$ cat config.mk
export PLATFORM = sky130hd
export DESIGN_NAME = phys_reg_free_list
export DESIGN_NICKNAME = d
export VERILOG_FILES = /design/src/rtl/phys_reg_free_list_pkg.sv /design/src/rtl/phys_reg_free_list_compact.sv /design/src/rtl/phys_reg_free_list.sv
export SDC_FILE = /design/constraint.sdc
export NUM_CORES = 2
export LEC_CHECK = 0
export ABC_AREA = 1
export CORE_MARGIN = 5
export CORE_UTILIZATION = 35
export CTS_CLUSTER_SIZE = 30
export DETAILED_ROUTE_END_ITERATION = 6
export HOLD_SLACK_MARGIN = 0.03
export PLACE_DENSITY = 0.47
export SYNTH_ARGS = -nofsm -noshare
export SYNTH_HDL_FRONTEND = slang
export SYNTH_SLANG_ARGS = --single-unit
$ cat constraint.sdc
create_clock -name clk -period 6.2 [get_ports clk]
set_input_delay 1.24 -clock clk [delete_from_list [all_inputs] [get_ports clk]]
set_output_delay 1.24 -clock clk [all_outputs]
set_load 0.02 [all_outputs]
$ cat src/rtl/phys_reg_free_list_pkg.sv
// Shared rename package: physical register file sizing and the tag type,
// common to the free list and the ready-bit table.
package phys_reg_free_list_pkg;

    localparam int unsigned NUM_PHYS_DEF = 64;
    localparam int unsigned TAG_W_DEF    = 6;
    localparam int unsigned NUM_ARCH_DEF = 32;
    localparam int unsigned SLOTS        = 4;
    localparam int unsigned OFF_W        = 3;

    typedef logic [TAG_W_DEF-1:0] phys_tag_t;

endpackage : phys_reg_free_list_pkg

$ cat src/rtl/phys_reg_free_list_compact.sv
// Four-slot prefix popcount: offset of each set slot among the set slots
// before it, plus the total. Used for alloc read offsets and free packing.
module free_list_compact
    import phys_reg_free_list_pkg::*;
(
    input  logic [0:3]                  vec_i,
    output logic [SLOTS-1:0][OFF_W-1:0] offset_o,
    output logic [OFF_W-1:0]            total_o
);

    // Running exclusive prefix sum over slots 0..3
    always_comb begin
        logic [OFF_W-1:0] acc;
        acc      = '0;
        offset_o = '0;
        for (int i = 0; i < 4; i++) begin
            offset_o[i] = acc;
            acc         = acc + OFF_W'(vec_i[i]);
        end
        total_o = acc;
    end

endmodule : free_list_compact

$ cat src/rtl/phys_reg_free_list.sv
// Physical register free list: circular buffer of free tags with 4-wide
// allocate and 4-wide release per cycle.
// Optional feature macro: FREE_LIST_RESTORE_EN adds checkpoint/restore of
// the head pointer through a shadow register.
module phys_reg_free_list
    import phys_reg_free_list_pkg::*;
#(
    parameter int unsigned NUM_PHYS = NUM_PHYS_DEF,
    parameter int unsigned TAG_W    = TAG_W_DEF,
    parameter int unsigned NUM_ARCH = NUM_ARCH_DEF
) (
    input  logic             clk,
    input  logic             reset,
    input  logic             en,
    input  logic [0:3]       allocReq,
    output logic [TAG_W-1:0] allocTag0,
    output logic [TAG_W-1:0] allocTag1,
    output logic [TAG_W-1:0] allocTag2,
    output logic [TAG_W-1:0] allocTag3,
    output logic             allocStall,
    input  logic [0:3]       freeEn,
    input  logic [TAG_W-1:0] freeTag0,
    input  logic [TAG_W-1:0] freeTag1,
    input  logic [TAG_W-1:0] freeTag2,
    input  logic [TAG_W-1:0] freeTag3,
`ifdef FREE_LIST_RESTORE_EN
    input  logic             checkpoint,
    input  logic             restore,
`endif
    output logic [TAG_W:0]   freeCount,
    output logic             overflowErr
);

    localparam int unsigned CNT_W = TAG_W + 1;
    localparam int unsigned SUM_W = TAG_W + 2;

    logic [TAG_W-1:0] mem_q [NUM_PHYS];
    logic [TAG_W-1:0] head_q, head_d;
    logic [TAG_W-1:0] tail_q, tail_d;
    logic [CNT_W-1:0] count_q, count_d;
    logic             ovf_q, ovf_d;

    logic [TAG_W-1:0]             free_tag [SLOTS];
    logic [0:3]                   free_vld;
    logic [SLOTS-1:0][OFF_W-1:0]  a_off, f_off;
    logic [OFF_W-1:0]             a_tot, f_tot;
    logic [0:3]                   accept;
    logic [TAG_W-1:0]             wr_idx [SLOTS];
    logic [OFF_W-1:0]             n_acc;
    logic [CNT_W-1:0]             base;
    logic [CNT_W-1:0]             room;
    logic                         alloc_go;

    // Pointer advance modulo NUM_PHYS
    function automatic logic [TAG_W-1:0] ptr_add(input logic [TAG_W-1:0] p,
                                                  input logic [OFF_W-1:0] o);
        logic [SUM_W-1:0] s;
        s = SUM_W'(p) + SUM_W'(o);
        if (s >= SUM_W'(NUM_PHYS)) s = s - SUM_W'(NUM_PHYS);
        return TAG_W'(s);
    endfunction

    assign free_tag[0] = freeTag0;
    assign free_tag[1] = freeTag1;
    assign free_tag[2] = freeTag2;
    assign free_tag[3] = freeTag3;

    // Tag p0 is never renamed, so releasing it is a no-op
    always_comb begin
        free_vld = '0;
        for (int i = 0; i < 4; i++) begin
            free_vld[i] = freeEn[i] && (free_tag[i] != '0);
        end
    end

    free_list_compact u_alloc_cmp (
        .vec_i    (allocReq),
        .offset_o (a_off),
        .total_o  (a_tot)
    );

    free_list_compact u_free_cmp (
        .vec_i    (free_vld),
        .offset_o (f_off),
        .total_o  (f_tot)
    );

    assign allocStall = CNT_W'(a_tot) > count_q;
    assign allocTag0  = mem_q[ptr_add(head_q, a_off[0])];
    assign allocTag1  = mem_q[ptr_add(head_q, a_off[1])];
    assign allocTag2  = mem_q[ptr_add(head_q, a_off[2])];
    assign allocTag3  = mem_q[ptr_add(head_q, a_off[3])];
    assign freeCount  = count_q;
    assign overflowErr = ovf_q;

`ifdef FREE_LIST_RESTORE_EN
    logic [TAG_W-1:0] shadow_q;
    logic [CNT_W-1:0] restore_count;

    // Occupancy implied by rewinding head to the shadow; an equal-pointer
    // rewind from a non-empty list can only mean the list is full
    always_comb begin
        logic [SUM_W-1:0] diff;
        diff = SUM_W'(tail_q) + SUM_W'(NUM_PHYS) - SUM_W'(shadow_q);
        if (diff >= SUM_W'(NUM_PHYS)) diff = diff - SUM_W'(NUM_PHYS);
        if (diff == '0 && count_q != '0) restore_count = CNT_W'(NUM_PHYS);
        else                             restore_count = CNT_W'(diff);
    end

    // Shadow head capture on checkpoint
    always_ff @(posedge clk) begin
        if (reset)                 shadow_q <= '0;
        else if (en && checkpoint) shadow_q <= head_q;
    end
`endif

    // Next head/tail/count: allocation (or restore) first, then releases
    // packed into whatever room remains, dropping the highest slots
    always_comb begin
        head_d   = head_q;
        tail_d   = tail_q;
        count_d  = count_q;
        ovf_d    = ovf_q;
        accept   = '0;
        n_acc    = '0;
        alloc_go = !allocStall;
        base     = count_q;
        for (int i = 0; i < 4; i++) wr_idx[i] = ptr_add(tail_q, f_off[i]);
`ifdef FREE_LIST_RESTORE_EN
        if (restore) begin
            alloc_go = 1'b0;
            head_d   = shadow_q;
            base     = restore_count;
        end
`endif
        if (alloc_go) begin
            head_d = ptr_add(head_q, a_tot);
            base   = count_q - CNT_W'(a_tot);
        end
        room = CNT_W'(NUM_PHYS) - base;
        for (int i = 0; i < 4; i++) begin
            if (free_vld[i] && (CNT_W'(f_off[i]) < room)) begin
                accept[i] = 1'b1;
                n_acc     = n_acc + OFF_W'(1);
            end
        end
        tail_d  = ptr_add(tail_q, n_acc);
        count_d = base + CNT_W'(n_acc);
        if (f_tot != n_acc) ovf_d = 1'b1;
    end

    // Pointer, count and sticky overflow registers
    always_ff @(posedge clk) begin
        if (reset) begin
            head_q  <= '0;
            tail_q  <= TAG_W'(NUM_PHYS - NUM_ARCH);
            count_q <= CNT_W'(NUM_PHYS - NUM_ARCH);
            ovf_q   <= 1'b0;
        end else if (en) begin
            head_q  <= head_d;
            tail_q  <= tail_d;
            count_q <= count_d;
            ovf_q   <= ovf_d;
        end
    end

    // Tag storage: reset holds the unmapped tags, releases write at tail
    always_ff @(posedge clk) begin
        if (reset) begin
            for (int unsigned k = 0; k < NUM_PHYS; k++) begin
                if (k < NUM_PHYS - NUM_ARCH) mem_q[k] <= TAG_W'(NUM_ARCH + k);
                else                         mem_q[k] <= '0;
            end
        end else if (en) begin
            for (int i = 0; i < 4; i++) begin
                if (accept[i]) mem_q[wr_idx[i]] <= free_tag[i];
            end
        end
    end

endmodule : phys_reg_free_list

==> results.cfg <==
[drt]
met2WireLength_mm = 111.4
dr.pass1.iters = 7
drt-vias-per-instance = 6.389
wire_per_inst_um = 32.15
wl_mm = 286.1
met1_length_mm = 110.5
num_vias = 56842
topRoutingLayerUsed = met5
dr.first_iter.drc_count = 11049
drc = 11
wl_met3_mm = 44.98
antenna_left = 0

[setup_path]
worstSetupStartpointType = input port
end_kind = output pin
worst_path_max_delay_cell = fa_4
slowest_delay_ps = 900
worstPathArrival_ps = 4960
worstPathRequired_ps = 4960
path_cells = buf_6 -> fa_1 -> buf_6 -> ha_4 -> inv_2 -> fa_4 -> buf_16 -> buf_16 -> a21oi_2 -> o21ai_1 -> nand2_1 -> mux2_4 -> o211ai_1 -> buf_4 -> nand2_4 -> nor2_4 -> a31oi_4 -> buf_6
crit_fanout = 7
cpLargestDelayFamily = adder cells
crit_path_frequent_cell = buf_6
path_buf_inv = 7
path_class = in -> out

[logic_synthesis]
synth_edf_count = 384
syn-cell-area_um2 = 43190
dominantRegCellSynth = edfxtp_1
ys.warnings.count = 0
muxShareOfSynthArea_pct = 0.6257
synthAdderAreaFrac_pct = 1.773
synth_cell_type_count = 51
synth_top_family_by_area = compound AO/OA/AOI/OAI gates
syn_area_per_cell_um2 = 6.402
yosysTopAreaCellShare_pct = 26.70
synth_compound_area_share_pct = 36.96
synthSimpleGateAreaFrac_pct = 22.07
seq_area_frac_synth_pct = 27.90
netlist_instances = 6747
synth_area_leaders = edfxtp_1, o21ai_0, a21oi_1, nand2_1, nor2_1
synthXorXnorAreaFrac_pct = 0.5678
synthArstFlopShare_pct = 0
synth_top_cell_by_area = edfxtp_1
synth-seq-cells = 410
syn-num-nets = 6836

[timing]
slew_viol_final = 0
relSlewSlack_pct = 16.98
finalSetupViolations = 0
tightest_slew_ps = 1245
fin_worst_skew_ps = 26.65
hold_violations = 0
fin_hold_ws_ps = 453.8
fin_crit_sh_pct = 99.94
max_freq_mhz = 161.4
period_minus_slack_ps = 6196
setup_tns_ps = 0

[die]
num_io_pins = 68
die_y_um = 361.3
rows = 128
core_area_um2 = 122200
fp.dieW_um = 361.3
design.die.area_um2 = 130500
initial_core_util_pct = 35.35

[layout]
drive_above_1_share_pct = 17.14
final_nets = 7314
area_growth_pct = 25.35
post-route-util_pct = 44.31
layout.cells.non_filler = 8897

[placement]
dp_hpwl_mm = 198.4
dp.cells = 8772
place_congestion = 1.023
port_buffers = 67

[clock_network]
clock_sinks = 410
clockBufferDepth = 3
clk_latency_ps = 710
root_buffer = clkbuf_16
cts_tree = yes
clkTransAtPathRegs_ps = 60
ctsHoldBuffers = 0
h-tree-depth = 2
cts_buffers = 57

[global_route]
grt_pass1_vias = 49938
grt.overflow.total = 0
antenna_found_initial = 13
grt_pass1_wl_mm = 390.4
track_usage_pct = 41.46
grt_max_degree = 97

[pwr]
power_leakage_nw = 20.90
p_total_w = 0.01661
vdd.ir_drop.worst_v = 0.0004271
pwr_density_cell_nw_per_um2 = 306.9

[outcome]
outcome = finished with violations
violations = design-rule violations

[job]
maxCapViolCount = 0

[worst_hold_path]
hp-class = reg -> reg
## worst min-delay path, delay by kind of cell, from the launching register on
| kind | cells | cell delay (ps) |
|---|---|---|
| DFF | 1 | 310 |
| and+or+nand+nor | 2 | 110 |
## worst paths after layout
path,startpoint,to,slack [ps],cells after the start
setup / recovery,allocReq[0],allocTag3[4],4,18
hold / removal,overflowErr$_SDFFE_PP0P_,overflowErr$_SDFFE_PP0P_,450,2
setup reg to reg,freeCount[0]$_SDFFE_PP0P_,mem_q[18][5]$_DFFE_PP_,1690,26
hold reg to reg,overflowErr$_SDFFE_PP0P_,overflowErr$_SDFFE_PP0P_,450,2
## power breakdown
| group | internal [W] | switching [W] | leakage, nW |
|---|---|---|---|
| Sequential | 0.00316 | 0.000320 | 3.78 |
| Combinational | 0.00324 | 0.00632 | 16.2 |
| Clock | 0.00212 | 0.00144 | 0.942 |
| Total | 0.00853 | 0.00808 | 20.9 |
## stage by stage
stage / area, um^2 / setup WS [ps]
final: 54140 / 3.740
after global routing: 54130 / -5.742
after global placement: 51660 / -863.5
after floorplan: 43200 / 2.324
after CTS: 53810 / 4.226
after detailed placement: 51660 / -888.3
## state kept, by name, indices dropped and copies added, names as in the netlist, named ones only
register,cells
mem_q,384
freeCount,7
head_q,6
tail_q,6
overflowErr,1
## placed cells by master (no fill, tap or decap), drive strengths merged, types with 134 or more instances in the layout
cell type  instances
a21oi           1125
buf              907
edfxtp           384
inv              599
nand2            698
nand3            499
nor2             754
nor3             134
o211ai           275
o21ai           1357
## cell usage after synthesis, types with 3 or more instances
cell type / n
o21ai_0: 1312
a21oi_1: 1121
nand2_1: 682
nor2_1: 676
inv_1: 558
nand3_1: 495
clkbuf_1: 471
edfxtp_1: 384
o211ai_1: 275
nor3_1: 134
o22ai_1: 108
o21ai_1: 45
a22oi_1: 44
buf_1: 42
ha_1: 42
nor2_4: 40
inv_2: 31
nor2_2: 31
dfxtp_1: 26
mux2_2: 24
nand4_1: 22
xor2_1: 22
clkinv_1: 21
buf_4: 16
o221ai_1: 13
fa_1: 12
o31ai_1: 12
a31oi_1: 11
nand2_8: 8
nand2_2: 6
nor2_8: 6
xnor2_1: 6
a32o_1: 5
nand3b_1: 5
a21oi_2: 4
buf_2: 4
nand3_2: 4
o311ai_0: 4
o32ai_1: 4
or2_2: 4
o2111ai_1: 3
## cell type report
type / instances / area, um^2
inverter: 610 / 2322
clock buffer: 67 / 1485
tap: 1625 / 2033
multi-input combinational: 5194 / 27160
fill: 12645 / 68060
antenna: 4 / 10.01
clock inverter: 35 / 476.7
sequential: 410 / 12060
timing repair buffer: 952 / 8589
## cells by family (layout without fill, tap and decap cells)
logic type / count (synthesis) / in the layout
AOI/OAI and AO/OA: 2965 / 2965
xor gates and xnor gates: 28 / 28
adders and majority gates: 54 / 54
buffers and inverters: 1144 / 1664
DFF: 410 / 410
muxes: 24 / 24
other: 0 / 4
and+or+nand+nor: 2122 / 2123
## routing by layer
layer  vias to the layer above  track usage, %
li1                      24863               -
met2                      4546           57.40
met5                         -               0
met1                     26514           56.09
met3                       903           15.37
met4                        16           21.36
## timing repair
item | CTS | global route
setup endpoints to repair | 131 | 628
resized for setup | 63 | 76
setup buffers | 6 | 10
cloned | 2 | 4
pin swaps | 15 | 30
(Power assumes the default switching activity.)
